`src/rtl/rr_arbiter_pkg.sv`:
```
`default_nettype none
// ============================================================================
// Module      : rr_arbiter_pkg
// Description : Shared types and constants for the four-requester round-robin
//               arbiter (requester count, index width, FSM state encoding,
//               index-to-one-hot helper).
// Revision    : 1.0  initial release
// ============================================================================
package rr_arbiter_pkg;

    localparam int NUM_REQ = 4;
    localparam int IDX_W   = 2;

    typedef enum logic [1:0] {
        ST_IDLE    = 2'd0,
        ST_GRANT   = 2'd1,
        ST_RECOVER = 2'd2
    } arb_state_t;

    typedef logic [IDX_W-1:0] req_idx_t;

    // Decode an encoded requester index into its one-hot grant vector.
    function automatic logic [NUM_REQ-1:0] idx2onehot(input req_idx_t i_idx);
        logic [NUM_REQ-1:0] v;
        v        = '0;
        v[i_idx] = 1'b1;
        return v;
    endfunction

endpackage : rr_arbiter_pkg
`default_nettype wire

```
`src/rtl/rr_pick_4.sv`:
```
`default_nettype none
// ============================================================================
// Module      : rr_pick_4
// Description : Purely combinational rotating-priority scan. Starting at the
//               pointer position and wrapping mod 4, returns the first
//               asserted request bit.
// Ports       : i_req   [3:0] request vector
//               i_ptr   [1:0] highest-priority position for this scan
//               o_sel   [1:0] selected index (equals i_ptr when none found)
//               o_found       1 when any request bit is set
// Revision    : 1.0  initial release
// ============================================================================
module rr_pick_4
    import rr_arbiter_pkg::*;
(
    input  logic [NUM_REQ-1:0] i_req,
    input  req_idx_t           i_ptr,
    output req_idx_t           o_sel,
    output logic               o_found
);

    req_idx_t w_cand;

    // Walk from the lowest priority position to the highest so the last
    // hit written is the one closest to the pointer.
    always_comb begin
        o_sel   = i_ptr;
        o_found = 1'b0;
        w_cand  = i_ptr;
        for (int k = NUM_REQ - 1; k >= 0; k--) begin
            w_cand = i_ptr + req_idx_t'(k);
            if (i_req[w_cand]) begin
                o_sel   = w_cand;
                o_found = 1'b1;
            end
        end
    end

endmodule : rr_pick_4
`default_nettype wire

```
`src/rtl/rr_arbiter_4.sv`:
```
`default_nettype none
// ============================================================================
// Module      : rr_arbiter_4
// Description : Four-requester round-robin arbiter with grant hold, owner
//               release, optional hold timeout and a mandatory one-cycle gap
//               between successive owners. All outputs are registered.
// Ports       : Clock_In               clock, rising edge active
//               Reset_In               synchronous active-low reset
//               Request_In      [3:0]  per-requester request
//               Release_In      [3:0]  per-requester release (owner bit only)
//               Grant_Out       [3:0]  one-hot grant, zero when idle
//               Grant_Index_Out [1:0]  encoded owner, holds last owner when idle
//               Grant_Valid_Out        1 while a grant is asserted
//               Timeout_Out            one-cycle pulse on a hold-timeout revoke
// Revision    : 1.0  initial release
// ============================================================================
module rr_arbiter_4
    import rr_arbiter_pkg::*;
#(
    parameter int unsigned MAX_HOLD = 16
) (
    input  logic               Clock_In,
    input  logic               Reset_In,
    input  logic [NUM_REQ-1:0] Request_In,
    input  logic [NUM_REQ-1:0] Release_In,
    output logic [NUM_REQ-1:0] Grant_Out,
    output req_idx_t           Grant_Index_Out,
    output logic               Grant_Valid_Out,
    output logic               Timeout_Out
);

    // Hold counter wide enough for 0..MAX_HOLD, never narrower than one bit.
    localparam int c_CNT_W = ($clog2(MAX_HOLD + 1) < 1) ? 1 : $clog2(MAX_HOLD + 1);
    localparam logic [c_CNT_W-1:0] c_HOLD_LAST =
        c_CNT_W'((MAX_HOLD == 0) ? 0 : (MAX_HOLD - 1));
    localparam logic [c_CNT_W-1:0] c_CNT_MAX = {c_CNT_W{1'b1}};

    arb_state_t         r_state,   w_state_nxt;
    req_idx_t           r_ptr,     w_ptr_nxt;
    logic [c_CNT_W-1:0] r_cnt,     w_cnt_nxt;
    logic [NUM_REQ-1:0] r_grant,   w_grant_nxt;
    req_idx_t           r_idx,     w_idx_nxt;
    logic               r_valid,   w_valid_nxt;
    logic               r_timeout, w_timeout_nxt;

    req_idx_t           w_sel;
    logic               w_found;
    logic               w_end_rel;
    logic               w_end_drop;
    logic               w_end_tmo;

    rr_pick_4 u_pick (
        .i_req   (Request_In),
        .i_ptr   (r_ptr),
        .o_sel   (w_sel),
        .o_found (w_found)
    );

    // End conditions for the current owner; only its own bits matter.
    assign w_end_rel  = Release_In[r_idx];
    assign w_end_drop = ~Request_In[r_idx];
    assign w_end_tmo  = (MAX_HOLD != 0) && (r_cnt == c_HOLD_LAST);

    always_ff @(posedge Clock_In) begin
        if (!Reset_In) begin
            r_state   <= ST_IDLE;
            r_ptr     <= '0;
            r_cnt     <= '0;
            r_grant   <= '0;
            r_idx     <= '0;
            r_valid   <= 1'b0;
            r_timeout <= 1'b0;
        end else begin
            r_state   <= w_state_nxt;
            r_ptr     <= w_ptr_nxt;
            r_cnt     <= w_cnt_nxt;
            r_grant   <= w_grant_nxt;
            r_idx     <= w_idx_nxt;
            r_valid   <= w_valid_nxt;
            r_timeout <= w_timeout_nxt;
        end
    end

    always_comb begin
        w_state_nxt   = r_state;
        w_ptr_nxt     = r_ptr;
        w_cnt_nxt     = r_cnt;
        w_grant_nxt   = r_grant;
        w_idx_nxt     = r_idx;
        w_valid_nxt   = r_valid;
        w_timeout_nxt = 1'b0;

        case (r_state)
            ST_IDLE: begin
                if (w_found) begin
                    w_state_nxt = ST_GRANT;
                    w_grant_nxt = idx2onehot(w_sel);
                    w_idx_nxt   = w_sel;
                    w_valid_nxt = 1'b1;
                    w_cnt_nxt   = '0;
                end
            end

            ST_GRANT: begin
                if (w_end_rel || w_end_drop || w_end_tmo) begin
                    w_state_nxt   = ST_RECOVER;
                    w_grant_nxt   = '0;
                    w_valid_nxt   = 1'b0;
                    w_ptr_nxt     = r_idx + req_idx_t'(1);
                    // A voluntary end on the same edge masks the timeout flag.
                    w_timeout_nxt = w_end_tmo && !w_end_rel && !w_end_drop;
                end else if (r_cnt != c_CNT_MAX) begin
                    w_cnt_nxt = r_cnt + c_CNT_W'(1);
                end
            end

            ST_RECOVER: begin
                w_state_nxt = ST_IDLE;
                w_grant_nxt = '0;
                w_valid_nxt = 1'b0;
            end

            default: begin
                w_state_nxt = ST_IDLE;
                w_grant_nxt = '0;
                w_valid_nxt = 1'b0;
            end
        endcase
    end

    assign Grant_Out       = r_grant;
    assign Grant_Index_Out = r_idx;
    assign Grant_Valid_Out = r_valid;
    assign Timeout_Out     = r_timeout;

endmodule : rr_arbiter_4
`default_nettype wire

```
`config.mk`:
```
export PLATFORM = sky130hd
export DESIGN_NAME = rr_arbiter_4
export DESIGN_NICKNAME = d
export VERILOG_FILES = /design/src/rtl/rr_arbiter_pkg.sv /design/src/rtl/rr_pick_4.sv /design/src/rtl/rr_arbiter_4.sv
export SDC_FILE = /design/constraint.sdc
export NUM_CORES = 1
export LEC_CHECK = 0
export CAP_MARGIN = 20
export CORE_ASPECT_RATIO = 1.1
export CORE_MARGIN = 1.5
export CORE_UTILIZATION = 45
export DETAILED_ROUTE_END_ITERATION = 7
export PLACE_DENSITY = 0.67
export REMOVE_ABC_BUFFERS = 1
export SKIP_CTS_REPAIR_TIMING = 1
export SLEW_MARGIN = 10
export SYNTH_ARGS = -nofsm -noshare
export SYNTH_HDL_FRONTEND = slang
export SYNTH_SLANG_ARGS = --single-unit
```
`constraint.sdc`:
```
create_clock -name Clock_In -period 3.3 [get_ports Clock_In]
set_clock_uncertainty 0.2 [all_clocks]
set_input_delay 0.33 -clock Clock_In [delete_from_list [all_inputs] [get_ports Clock_In]]
set_output_delay 0.33 -clock Clock_In [all_outputs]
set_load 0.01 [all_outputs]
```
==> reports/qor.yml <==
first_pass_iters: 6
drive_gt1_share_pct: 4.72
synth_edf_count: 0
worstMarginPinSlew_ps: 446
rsz0062_at_grt: "false"
whs_path_depth: 2
rows: 17
hold_end: "r_cnt[3]"
clk_latency_ps: 300
crit_arrival_ps: 2320
dpl.cell_count: 151
vias: 859
cts.sinks: 16
die_area_sq_um: 2390
synthCells: 110
required_ps: 3330
fmax_ghz: 0.437
drc: 0
hpwl_um: 1640
ioPinCount: 18
startpoint_type: "input port"
nets: 141
slew_headroom_pct: 70.2
yosys-top-cells-area: "dfxtp_1, mux2i_1, nand2_1"
overflow: 0
synth_top_area_share_pct: 33.8
cts-htree-levels: 1
synthToLayoutAreaGrowth_pct: 23.7
synth_top_family_by_area: "simple AND/OR/NAND/NOR gates"
power_density_nw_per_um2: 396
antenna_found_initial: 0
grtUsageTotal_pct: 21.3
syn_area_sq_um: 948
clkTransAtPathRegs_ps: 90
root_buffer: "clkbuf_4"
synth_xor_area_share_pct: 0.923
first_iter_violations: 18
start_util_pct: 47.4
synthSimpleGateAreaFrac_pct: 31.1
postRouteAntennaNets: 0
postPlaceCellArea_sq_um: 1140
numCtsBuffers: 3
drv_slew: 0
path_max_fanout: 9
total_leakage_power_uw: 0.000415
hold_class: "reg2reg"
core_sq_um: 2000
hold-worst-slack_ps: 270
synthMuxAreaShare_pct: 9.76
r2r_start: "Grant_Index_Out[1]"
r2r_slack_ps: 1230
antenna_cells: 0
drt_wl_total_um: 2190
yosysWarnings: 0
port_buffers: 17
cts_tree: "done"
stdcell_count: 155
worst-r2r-cell-count: 3
netlist.top_cell.by_area: "dfxtp_1"
final-hold-violation-count: 0
reg2reg_to: "r_cnt[2]"
synth.most_common_cell: "dfxtp_1"
path_class: "in2reg"
setup-violations-final: 0
synth-seq-area-share_pct: 33.8
hold_start: "r_cnt[3]"
cap_violations: 0
fp.dieH_um: 51.2
synth_fa_ha_area_share_pct: 3.96
viasPerCell: 5.54
finalInstanceArea_sq_um: 1170
grt_pass1_vias: 839
avgRoutedWirePerCell_um: 14.1
period_needed_ps: 2290
final_util_pct: 58.7
synth_commonest_cells: "dfxtp_1, nand2_1, mux2i_1, nor2_1, nand2b_1"
avgSynthCellArea_sq_um: 8.62
grt_max_degree: 12
synth.ff_latch_count: 16
synth_compound_area_share_pct: 17.9
clockBufferDepth: 2
end_kind: "flip-flop"
place_congestion: 0.777
die_x_um: 46.8
async_flop_share_pct: 0
setup-tns-final_ps: 0
ys.flop_type: "dfxtp_1"
grt_pass1_wl_um: 3630
post-route-period-util_pct: 69.3
synth_cell_types: 38
status: "finished, final reports clean"
peakVddDrop_mv: 0.270
[through the flow]
stage          power, uW  setup WS, ps
4_1_cts              468          1010
3_5_place_dp         335           700
5_1_grt              487           878
3_3_place_gp         334           765
6_report             465          1010
2_1_floorplan        288          1300
[worst max-delay path by stage]
stage                             from        to  slack (ps)  cells past startpoint
global route             Request_In[3]  r_cnt[2]         880                      5
global placement         Request_In[3]  r_cnt[2]         770                      5
floorplan           Grant_Index_Out[1]  r_cnt[2]        1300                      3
detailed placement       Request_In[3]  r_cnt[2]         700                      5
CTS                      Request_In[3]  r_cnt[2]        1010                      5
finish                   Request_In[3]  r_cnt[2]        1010                      5
[state kept, by name, summed over array words and instances, names as in the netlist]
register         cells
r_cnt                5
Grant_Out            4
r_ptr                2
r_state              1
Timeout_Out          1
Grant_Valid_Out      1
Grant_Index_Out      2
[critical path: stages]
cell and delay (ps):
clkdlybuf4s50_1 630, nand2b_1 110, mux4_2 610, or4_1 500, a21boi_1 140
[where the power goes]
| part | total (uW) | switching, uW | internal (uW) | leakage (uW) |
|---|---|---|---|---|
| clock | 134 | 66.9 | 67.3 | 0.0000210 |
| sequential | 218 | 13.7 | 204 | 0.000130 |
| combinational | 113 | 57.5 | 55.2 | 0.000263 |
| total | 465 | 138 | 327 | 0.000415 |
[cell usage in the layout, fill, tap and decap left out, types with 5 or more instances in the layout]
cell type	instances
nand2_1	15
nand2b_1	6
clkdlybuf4s50_1	17
nor2b_1	5
mux2i_1	7
nor2_1	7
dfxtp_1	16
[area by class of cell]
class                           count  area, sq um
Fill cell                         200          826
Tap cell                           28         35.0
Multi-Input combinational cell     88          604
Clock buffer                        4         36.3
Timing Repair Buffer               17          170
Inverter                            2         7.51
Sequential cell                    16          320
[metal layers]
layer	wire length, um	global-route usage (%)	share of wire (%)	vias up
li1	-	-	-	437
met1	1030	26.3	47	393
met2	1010	34.9	46	24
met3	105	4.59	4.8	5
met4	36	8.33	1.6	0
met5	0	0	0	-
[cell families (layout without fill, tap and decap cells)]
| family | Yosys count | in the layout |
|---|---|---|
| DFF | 16 | 16 |
| muxes | 8 | 8 |
| xor gates and xnor gates | 1 | 1 |
| adders and majority gates | 3 | 3 |
| and+or+nand+nor | 52 | 52 |
| buffers and inverters | 6 | 23 |
| AOI/OAI and AO/OA | 24 | 24 |
Note: power is estimated with default switching activity, not from simulation.
